File: src/rtl/macc1d_dot_seq_pkg.sv
// Shared fixed-point helpers for the dot-product MAC: format widths,
// saturation limits and the sequencer state type.
package macc1d_dot_seq_pkg;

    typedef enum logic {
        ST_ACCUM = 1'b0,
        ST_HOLD  = 1'b1
    } state_t;

    function automatic int fx_width(input int iw, input int qw);
        return iw + qw;
    endfunction

    function automatic int cnt_width(input int n);
        return $clog2(n + 1);
    endfunction

    // Limits are built in 64 bits; callers keep the low w bits.
    function automatic logic [63:0] sat_max(input int w);
        return (64'd1 << (w - 1)) - 64'd1;
    endfunction

    function automatic logic [63:0] sat_min(input int w);
        return ~sat_max(w);
    endfunction

endpackage

File: src/rtl/macc1d_fplib.sv
// Stage-2 add of a full-precision product into a bias/accumulator base.
// The sum carries one guard bit so the caller can detect and saturate.
module macc1d_fplib
    import macc1d_dot_seq_pkg::*;
#(
    parameter int PROD_W = 32,
    parameter int ACC_W  = 36
)
(
    input  logic signed [PROD_W-1:0] i_m,
    input  logic signed [ACC_W-1:0]  i_b,
    output logic signed [ACC_W:0]    o_sum
);

    logic signed [ACC_W:0] w_m_ext;
    logic signed [ACC_W:0] w_b_ext;

    assign w_m_ext = {{(ACC_W + 1 - PROD_W){i_m[PROD_W-1]}}, i_m};
    assign w_b_ext = {i_b[ACC_W-1], i_b};
    assign o_sum   = w_m_ext + w_b_ext;

endmodule

File: src/rtl/macc1d_dot_seq.sv
// Streaming signed fixed-point dot product: bias + sum(m*x) with saturation,
// a two-stage multiply/accumulate pipeline and a held, handshaken result.
module macc1d_dot_seq
    import macc1d_dot_seq_pkg::*;
#(
    parameter int IN_IW   = 4,
    parameter int IN_QW   = 12,
    parameter int ACC_IW  = 12,
    parameter int ACC_QW  = 24,
    parameter int MAX_LEN = 256
)
(
    input  logic                              clk_in,
    input  logic                              rst_in,
    input  logic                              in_valid,
    output logic                              in_ready,
    input  logic signed [IN_IW+IN_QW-1:0]     m_in,
    input  logic signed [IN_IW+IN_QW-1:0]     x_in,
    input  logic                              in_last,
    input  logic signed [ACC_IW+ACC_QW-1:0]   bias_in,
    output logic                              out_valid,
    input  logic                              out_ready,
    output logic signed [ACC_IW+ACC_QW-1:0]   y_out,
    output logic                              overflow_out,
    output logic                              len_err_out
);

    localparam int IN_W   = fx_width(IN_IW, IN_QW);
    localparam int ACC_W  = fx_width(ACC_IW, ACC_QW);
    localparam int PROD_W = 2 * IN_W;
    localparam int CNT_W  = cnt_width(MAX_LEN);
    localparam logic [63:0]      SAT_MAX64 = sat_max(ACC_W);
    localparam logic [63:0]      SAT_MIN64 = sat_min(ACC_W);
    localparam logic [ACC_W-1:0] ACC_MAX   = SAT_MAX64[ACC_W-1:0];
    localparam logic [ACC_W-1:0] ACC_MIN   = SAT_MIN64[ACC_W-1:0];
    localparam logic [CNT_W-1:0] CNT_LAST  = CNT_W'(MAX_LEN - 1);

    generate
        if (ACC_QW != 2 * IN_QW || ACC_IW < 2 * IN_IW || ACC_W > 64) begin : g_bad_fmt
            $error("macc1d_dot_seq: accumulator format cannot hold the product");
        end
    endgenerate

    state_t                    r_state;
    logic                      r_s1_valid;
    logic                      r_s1_first;
    logic                      r_s1_last;
    logic                      r_s1_len_err;
    logic signed [PROD_W-1:0]  r_prod;
    logic signed [ACC_W-1:0]   r_s1_bias;
    logic signed [ACC_W-1:0]   r_acc;
    logic                      r_ovf;
    logic                      r_len_err;
    logic                      r_fin;
    logic [CNT_W-1:0]          r_cnt;
    logic                      r_out_valid;
    logic signed [ACC_W-1:0]   r_y;
    logic                      r_ovf_out;
    logic                      r_len_out;

    logic                      w_accept;
    logic                      w_first;
    logic                      w_cnt_hit;
    logic                      w_last;
    logic                      w_out_xfer;
    logic signed [ACC_W-1:0]   w_base;
    logic signed [ACC_W:0]     w_sum;
    logic                      w_sat_hi;
    logic                      w_sat_lo;
    logic signed [ACC_W-1:0]   w_sat;

    // A last-flagged product in stage 1 stalls input until the result is handed off.
    assign in_ready   = (r_state == ST_ACCUM) && !(r_s1_valid && r_s1_last);
    assign w_accept   = in_valid && in_ready;
    assign w_first    = (r_cnt == '0);
    assign w_cnt_hit  = (r_cnt == CNT_LAST);
    assign w_last     = in_last || w_cnt_hit;
    assign w_out_xfer = r_out_valid && out_ready;

    assign w_base = r_s1_first ? r_s1_bias : r_acc;

    macc1d_fplib #(
        .PROD_W (PROD_W),
        .ACC_W  (ACC_W)
    ) u_fplib (
        .i_m   (r_prod),
        .i_b   (w_base),
        .o_sum (w_sum)
    );

    assign w_sat_hi = !w_sum[ACC_W] &&  w_sum[ACC_W-1];
    assign w_sat_lo =  w_sum[ACC_W] && !w_sum[ACC_W-1];
    assign w_sat    = w_sat_hi ? ACC_MAX : (w_sat_lo ? ACC_MIN : w_sum[ACC_W-1:0]);

    always_ff @(posedge clk_in or posedge rst_in) begin
        if (rst_in) begin
            r_state      <= ST_ACCUM;
            r_s1_valid   <= 1'b0;
            r_s1_first   <= 1'b0;
            r_s1_last    <= 1'b0;
            r_s1_len_err <= 1'b0;
            r_prod       <= '0;
            r_s1_bias    <= '0;
            r_acc        <= '0;
            r_ovf        <= 1'b0;
            r_len_err    <= 1'b0;
            r_fin        <= 1'b0;
            r_cnt        <= '0;
            r_out_valid  <= 1'b0;
            r_y          <= '0;
            r_ovf_out    <= 1'b0;
            r_len_out    <= 1'b0;
        end else begin
            r_s1_valid <= w_accept;
            if (w_accept) begin
                r_prod       <= PROD_W'(m_in) * PROD_W'(x_in);
                r_s1_first   <= w_first;
                r_s1_last    <= w_last;
                r_s1_len_err <= w_cnt_hit && !in_last;
                if (w_first) begin
                    r_s1_bias <= bias_in;
                end
                r_cnt <= w_last ? '0 : r_cnt + CNT_W'(1);
            end

            r_fin <= 1'b0;
            if (r_s1_valid) begin
                r_acc     <= w_sat;
                r_ovf     <= (r_s1_first ? 1'b0 : r_ovf) | w_sat_hi | w_sat_lo;
                r_len_err <= r_s1_len_err;
                if (r_s1_last) begin
                    r_fin   <= 1'b1;
                    r_state <= ST_HOLD;
                end
            end

            // Result register adds the second cycle of latency and stays frozen in HOLD.
            if (r_fin) begin
                r_out_valid <= 1'b1;
                r_y         <= r_acc;
                r_ovf_out   <= r_ovf;
                r_len_out   <= r_len_err;
            end else if (w_out_xfer) begin
                r_out_valid <= 1'b0;
                r_state     <= ST_ACCUM;
            end
        end
    end

    assign out_valid    = r_out_valid;
    assign y_out        = r_y;
    assign overflow_out = r_ovf_out;
    assign len_err_out  = r_len_out;

endmodule
File: config.mk
export PLATFORM = sky130hd
export DESIGN_NAME = macc1d_dot_seq
export DESIGN_NICKNAME = d
export VERILOG_FILES = /design/src/rtl/macc1d_dot_seq_pkg.sv /design/src/rtl/macc1d_fplib.sv /design/src/rtl/macc1d_dot_seq.sv
export SDC_FILE = /design/constraint.sdc
export NUM_CORES = 1
export LEC_CHECK = 0
export ABC_AREA = 1
export CORE_MARGIN = 4
export CORE_UTILIZATION = 25
export CTS_CLUSTER_DIAMETER = 80
export CTS_CLUSTER_SIZE = 8
export DETAILED_ROUTE_END_ITERATION = 10
export GPL_ROUTABILITY_DRIVEN = 0
export PLACE_DENSITY_LB_ADDON = 0.15
export SETUP_SLACK_MARGIN = 0.1
export SLEW_MARGIN = 20
export SYNTH_ARGS = -nofsm -noshare
export SYNTH_HDL_FRONTEND = slang
export SYNTH_SLANG_ARGS = --single-unit
export TNS_END_PERCENT = 30
File: constraint.sdc
create_clock -name clk_in -period 6.13 [get_ports clk_in]
set_input_delay 1.226 -clock clk_in [delete_from_list [all_inputs] [get_ports clk_in]]
set_output_delay 1.226 -clock clk_in [all_outputs]
set_load 0.005 [all_outputs]
==> results.sh, run 1 <==
export IMPL_setup_viol=0
export IMPL_core_um2=77800
export IMPL_via_count=16700
export IMPL_path_clk_slew_ns=0.06
export IMPL_ys_top_cells_by_count="680 x nand2_1, 575 x inv_1, 263 x fa_1"
export IMPL_fmax_mhz=167
export IMPL_synth_flop_cell="dfrtp_1"
export IMPL_initialDrtViolationCount=692
export IMPL_crit_path_start_kind="input pin"
export IMPL_wl_per_cell_um=15.2
export IMPL_cp_required_ns=6.51
export IMPL_tns_ns=0
export IMPL_portBuffers=112
export IMPL_synth_top_area_share_pct=26.7
export IMPL_drtPass1Iterations=5
export IMPL_synthesis_instances=2543
export IMPL_cts_sinks=160
export IMPL_syn_num_nets=3000
export IMPL_register_area_um2=4010
export IMPL_area_growth_pct=30.7
export IMPL_yosys_mux_area_fraction_pct=2.05
export IMPL_ys_types=47
export IMPL_synthTopCellsByArea="fa_1 27%, dfrtp_1 20%, nand2_1 13%, inv_1 11%, ha_1 7.7%"
export IMPL_rsz0062_at_grt="yes"
export IMPL_finClkSkew_ns=0.00726
export IMPL_rows=102
export IMPL_vias_per_cell=4.28
export IMPL_r2r_start="r_s1_first"
export IMPL_grt_usage_pct=14.7
export IMPL_cts_made_buffers=17
export IMPL_synthSimpleGateAreaFrac_pct=20.1
export IMPL_cts_root_buffer="clkbuf_16"
export IMPL_ant_nets=0
export IMPL_yosys_warnings=0
export IMPL_timing_rr_end="r_acc[26]"
export IMPL_syn_cell_area_um2=19700
export IMPL_post_route_min_period_ns=5.98
export IMPL_ys_ff_latch=160
export IMPL_drv_cap=0
export IMPL_h_tree_depth=4
export IMPL_drive_gt1_share_pct=23.4
export IMPL_grt_pass1_vias=18200
export IMPL_worst_setup_path_end_kind="register"
export IMPL_worstPathArrival_ns=6.35
export IMPL_dieArea_um2=83500
export IMPL_dp_slack_ns=-0.942
export IMPL_post_route_period_util_pct=97.5
export IMPL_finalMaxSlewViolations=0
export IMPL_worst_pin_slew_ns=0.901
export IMPL_synthAdderAreaFrac_pct=34.3
export IMPL_hold_class="reg -> reg"
export IMPL_synthXorXnorAreaFrac_pct=2.08
export IMPL_grt_start_max_net_pins=84
export IMPL_post_place_cells=3774
export IMPL_nFillCells=8284
export IMPL_dp_hpwl_mm=48.3
export IMPL_antenna_found_initial=0
export IMPL_fin_util_pct=33.1
export IMPL_diodes=0
export IMPL_avgSynthCellArea_um2=7.76
export IMPL_relSlewSlack_pct=39.9
export IMPL_grt_pass1_wl_mm=98.0
export IMPL_yosysTopAreaCell="fa_1"
export IMPL_crit_path_end="r_prod[24]"
export IMPL_synth_compound_area_share_pct=7.87
export IMPL_path_max_fanout=8
export IMPL_hold_violations=0
export IMPL_overflow=0
export IMPL_ys_seq_area_share_pct=20.3
export IMPL_cts_tree="built"
export IMPL_die_h_um=289
export IMPL_nets=3297
export IMPL_synth_edff_count=0
export IMPL_multi_input_area_um2=14100
export IMPL_drc_errors=0
export IMPL_stdcell_count=3893
export IMPL_synth_top_family_by_area="adder cells"
export IMPL_async_flop_share_pct=100
export IMPL_die_width_um=289
export IMPL_outcome="complete, no violations"
export IMPL_clk_latency_ns=0.44
export IMPL_startpoint="m_in[15]"
export IMPL_clk_path_buf_depth=2
export IMPL_drt_wl_total_mm=59.2
export IMPL_start_util_pct=25.4
export IMPL_postCtsHoldBufs=0
export IMPL_setup_ws_ns=0.155
export IMPL_synth_most_common_cell="nand2_1"
export IMPL_path_class="in -> reg"
export IMPL_ff2ff_setup_slack_ns=2.25
export IMPL_reg2reg_depth=17
export IMPL_io_pin_count=113
stage by stage:
| stage | hold WS [ns] | instance area, um2 |
|---|---|---|
| finish | 0.475 | 25800 |
| global route | 0.517 | 25800 |
| CTS | 0.479 | 25200 |
| detailed placement | 0.462 | 23500 |
| global placement | 0.457 | 23500 |
| floorplan | 0.449 | 20200 |
cell usage in the layout, fill, tap and decap left out, types with 29 or more instances in the layout:
master / instances
buf_4: 200
fa_2: 29
inv_2: 59
nand3_1: 49
ha_1: 99
nand2_1: 632
nand2_2: 44
mux2_2: 30
inv_1: 521
a21oi_2: 47
a21oi_1: 55
nor2_1: 118
o21ai_0: 119
buf_6: 36
clkdlybuf4s50_1: 81
fa_1: 234
dfrtp_1: 159
kinds of logic (layout without fill, tap and decap cells):
logic type	Yosys count	in the layout
fa+ha+maj	384	384
xor+xnor	47	47
compound gates	272	272
flops	160	160
simple gates	962	962
buf+inv	682	992
mux	36	36
critical path, stage by stage:
cell	delay, ns
buf_6	0.10
buf_12	0.14
nand2_4	0.07
inv_2	0.04
fa_2	0.65
buf_6	0.12
fa_1	0.42
fa_1	0.57
fa_2	0.45
fa_1	0.52
inv_2	0.04
fa_1	0.51
inv_2	0.05
ha_4	0.29
buf_6	0.10
nand4_1	0.17
nor2_4	0.18
nand4_1	0.18
nand3_2	0.16
nand2_2	0.06
nand3_2	0.06
or2_4	0.11
nand3_2	0.05
nand2_1	0.09
layout make-up:
type	count	share of cell area, %
Multi-Input combinational cell	1701	54.6
Sequential cell	160	15.5
Timing Repair Buffer	374	14.1
Inverter	586	8.60
Tap cell	1040	5.04
Clock buffer	20	1.69
Clock inverter	12	0.529
worst min path at each step:
stage,startpoint,endpoint,slack [ns],cells past startpoint
after global routing,r_prod[8],r_prod[8],0.52,2
after floorplan,r_s1_len_err,r_s1_len_err,0.45,2
after CTS,overflow_out,overflow_out,0.48,2
after detailed placement,overflow_out,overflow_out,0.46,2
final,overflow_out,overflow_out,0.48,2
after global placement,overflow_out,overflow_out,0.46,2
what timing repair did:
item | CTS | global route
gates resized for setup | 260 | 175
cloned | 7 | 1
setup buffers | 63 | 21
setup endpoints to repair | 23 | 21
pin swaps | 106 | 148
layer usage:
| layer | vias up | global-route usage (%) | part of all wire [%] |
|---|---|---|---|
| li1 | 8192 | - | - |
| met5 | - | 0 | 0 |
| met3 | 50 | 1.74 | 2.8 |
| met2 | 219 | 25.8 | 49 |
| met4 | 0 | 2.66 | 1.5 |
| met1 | 8215 | 19.6 | 47 |
state kept, by name, indices dropped and copies added, names as in the netlist:
register      count
r_ovf             1
y_out            36
r_prod           32
r_s1_last         1
r_fin             1
overflow_out      1
len_err_out       1
r_acc            36
r_s1_valid        1
r_s1_first        1
r_cnt             9
r_len_err         1
r_s1_len_err      1
out_valid         1
r_s1_bias        36
r_state           1
Power of run 1 is not shown: default switching activity piles up to over one toggle a cycle in this logic, so the estimate is an artifact.
==> run 2: changes to the inputs <==
--- a/config.mk
+++ b/config.mk
@@ -11,6 +11,7 @@
 export CTS_CLUSTER_DIAMETER = 80
 export CTS_CLUSTER_SIZE = 8
 export DETAILED_ROUTE_END_ITERATION = 10
+export DONT_BUFFER_PORTS = 1
 export GPL_ROUTABILITY_DRIVEN = 0
 export PLACE_DENSITY_LB_ADDON = 0.15
 export SETUP_SLACK_MARGIN = 0.1
==> results.sh, run 2 (same netlist as run 1, synthesis figures left out) <==
export IMPL_dp_slack_ns=-0.267
export IMPL_worst_path_buf_inv=4
export IMPL_area_growth_pct=12.4
export IMPL_initialDrtViolationCount=685
export IMPL_die_h_um=289
export IMPL_rows=102
export IMPL_grt_pass1_vias=17200
export IMPL_finClkSkew_ns=0.0133
export IMPL_stdcell_count=3608
export IMPL_final_common_cell="nand2_1"
export IMPL_critPathSlowestCell="fa_2"
export IMPL_cp_cell_sequence="nand2_1 > inv_1 > fa_2 > fa_2 > buf_4 > fa_1 > fa_1 > fa_1 > inv_1 > fa_1 > inv_1 > ha_1 > nand2_1 > o21ai_2 > nand2_1 > o311ai_1 > nand2b_1 > nand2_1 > nand3_1 > nand2_1"
export IMPL_cts_tree="built"
export IMPL_via_count=15700
export IMPL_path_max_fanout=16
export IMPL_clk_path_buf_depth=2
export IMPL_grt_usage_pct=14.6
export IMPL_fin_hold_ws_ns=0.488
export IMPL_register_area_um2=4010
export IMPL_h_tree_depth=4
export IMPL_cts_sinks=160
export IMPL_dp_hpwl_mm=48.3
export IMPL_worst_pin_slew_ns=0.764
export IMPL_worst_setup_path_end_kind="register"
export IMPL_core_um2=77800
export IMPL_setup_viol=0
export IMPL_crit_top_cell="nand2_1"
export IMPL_nets=3012
export IMPL_post_route_min_period_ns=5.75
export IMPL_drc_errors=0
export IMPL_cts_made_buffers=17
export IMPL_path_clk_slew_ns=0.07
export IMPL_max_stage_delay_ns=0.72
export IMPL_top_layer_used="met4"
export IMPL_mostFrequentLayoutCells="679 x nand2_1, 569 x inv_1, 258 x fa_1"
export IMPL_ff2ff_setup_slack_ns=2.36
export IMPL_rsz0062_at_grt="no"
export IMPL_hold_violations=0
export IMPL_worstPathArrival_ns=6.10
export IMPL_cts_root_buffer="clkbuf_16"
export IMPL_antenna_found_initial=0
export IMPL_drive_gt1_share_pct=11.1
export IMPL_wl_met3_mm=2.35
export IMPL_cp_required_ns=6.47
export IMPL_portBuffers=0
export IMPL_grt_start_max_net_pins=77
export IMPL_post_route_period_util_pct=93.9
export IMPL_die_width_um=289
export IMPL_drv_cap=0
export IMPL_diodes=0
export IMPL_vias_per_cell=4.34
export IMPL_clk_latency_ns=0.46
export IMPL_crit_path_start_kind="input pin"
export IMPL_setup_ws_ns=0.376
export IMPL_path_class="in -> reg"
export IMPL_drtPass1Iterations=5
export IMPL_multi_input_area_um2=13400
export IMPL_drt_wl_total_mm=59.0
export IMPL_io_pin_count=113
export IMPL_postCtsHoldBufs=0
export IMPL_outcome="complete, no violations"
export IMPL_wl_met1_mm=27.2
export IMPL_cp_top_family="adder cells"
export IMPL_dr_wl_met2_mm=28.6
export IMPL_start_util_pct=25.4
export IMPL_relSlewSlack_pct=48.5
export IMPL_ant_nets=0
export IMPL_wl_per_cell_um=16.3
export IMPL_fmax_mhz=174
export IMPL_hold_class="reg -> reg"
export IMPL_nFillCells=8539
export IMPL_dieArea_um2=83500
export IMPL_grt_pass1_wl_mm=96.1
export IMPL_post_place_cells=3572
export IMPL_finalMaxSlewViolations=0
export IMPL_overflow=0
run 2: cell types whose count changed in the layout (fill, tap and decap cells not counted), sizes merged, moves of 3 or more:
| cell | previous run | this run |
|---|---|---|
| buf | 281 | 88 |
| clkdlybuf4s50 | 81 | 0 |
| clkbuf | 28 | 18 |
| inv | 586 | 593 |
| clkinvlp | 6 | 2 |
| bufbuf | 3 | 0 |
run 2: routing by layer:
layer | global-route usage [%] | up-vias
met4 | 2.79 | 0
met3 | 2.08 | 48
met5 | 0 | -
li1 | - | 7595
met2 | 25.5 | 252
met1 | 19.4 | 7775
run 2: what timing repair did:
item / CTS / global route
endpoints found under the setup margin: 0 / 10
setup buffers: 0 / 3
gates resized for setup: 0 / 12
run 2: final timing paths:
kind / startpoint / end / cells after the start
setup / recovery: m_in[15] / r_prod[31] / 20
min in group asynchronous: rst_in / out_valid / 1
hold / removal: r_s1_len_err / r_s1_len_err / 2
hold reg to reg: r_s1_len_err / r_s1_len_err / 2
max in group asynchronous: rst_in / r_prod[17] / 2
setup reg to reg: r_s1_first / r_acc[12] / 14
run 2: worst register-to-register path, stage by stage (launching register included):
cell	delay (ns)
dfrtp_2	0.78
buf_4	0.42
o21ai_0	0.30
ha_1	0.41
a21oi_1	0.23
nand2_1	0.16
a21oi_1	0.22
nand2_1	0.11
nand2_1	0.13
nand3_1	0.12
nand2_2	0.10
nand2_4	0.07
nand2_4	0.33
nand2_1	0.18
a21oi_2	0.14
run 2: area by class of cell:
type                    instances  share of cell area [%]
multi-input cells            1701                    60.2
inverters                     586                    9.95
repair inverters                1                  0.0226
flip-flops and latches        160                    18.1
clock inverters                14                   0.970
repair buffers                 88                    2.98
clock buffers                  18                    1.98
well taps                    1040                    5.87
run 2: stage by stage:
step                setup TNS (ns)  area, um2  utilization (%)
global route                     0      22200             28.5
finish                           0      22200             28.5
CTS                              0      22100             28.4
floorplan                 -0.00860      20200                -
global placement             -2.31      21500             27.6
detailed placement           -2.11      21500             27.6
Power of run 2 is left out for the same reason.
==> run 3: changes to the inputs <==
--- a/config.mk
+++ b/config.mk
@@ -15,7 +15,6 @@
 export GPL_ROUTABILITY_DRIVEN = 0
 export PLACE_DENSITY_LB_ADDON = 0.15
 export SETUP_SLACK_MARGIN = 0.1
-export SLEW_MARGIN = 20
 export SYNTH_ARGS = -nofsm -noshare
 export SYNTH_HDL_FRONTEND = slang
 export SYNTH_SLANG_ARGS = --single-unit
==> results of run 3 <==
No change in the layout: final DEF, timing and power equal those of run 2.
Power of run 3 is left out for the same reason.
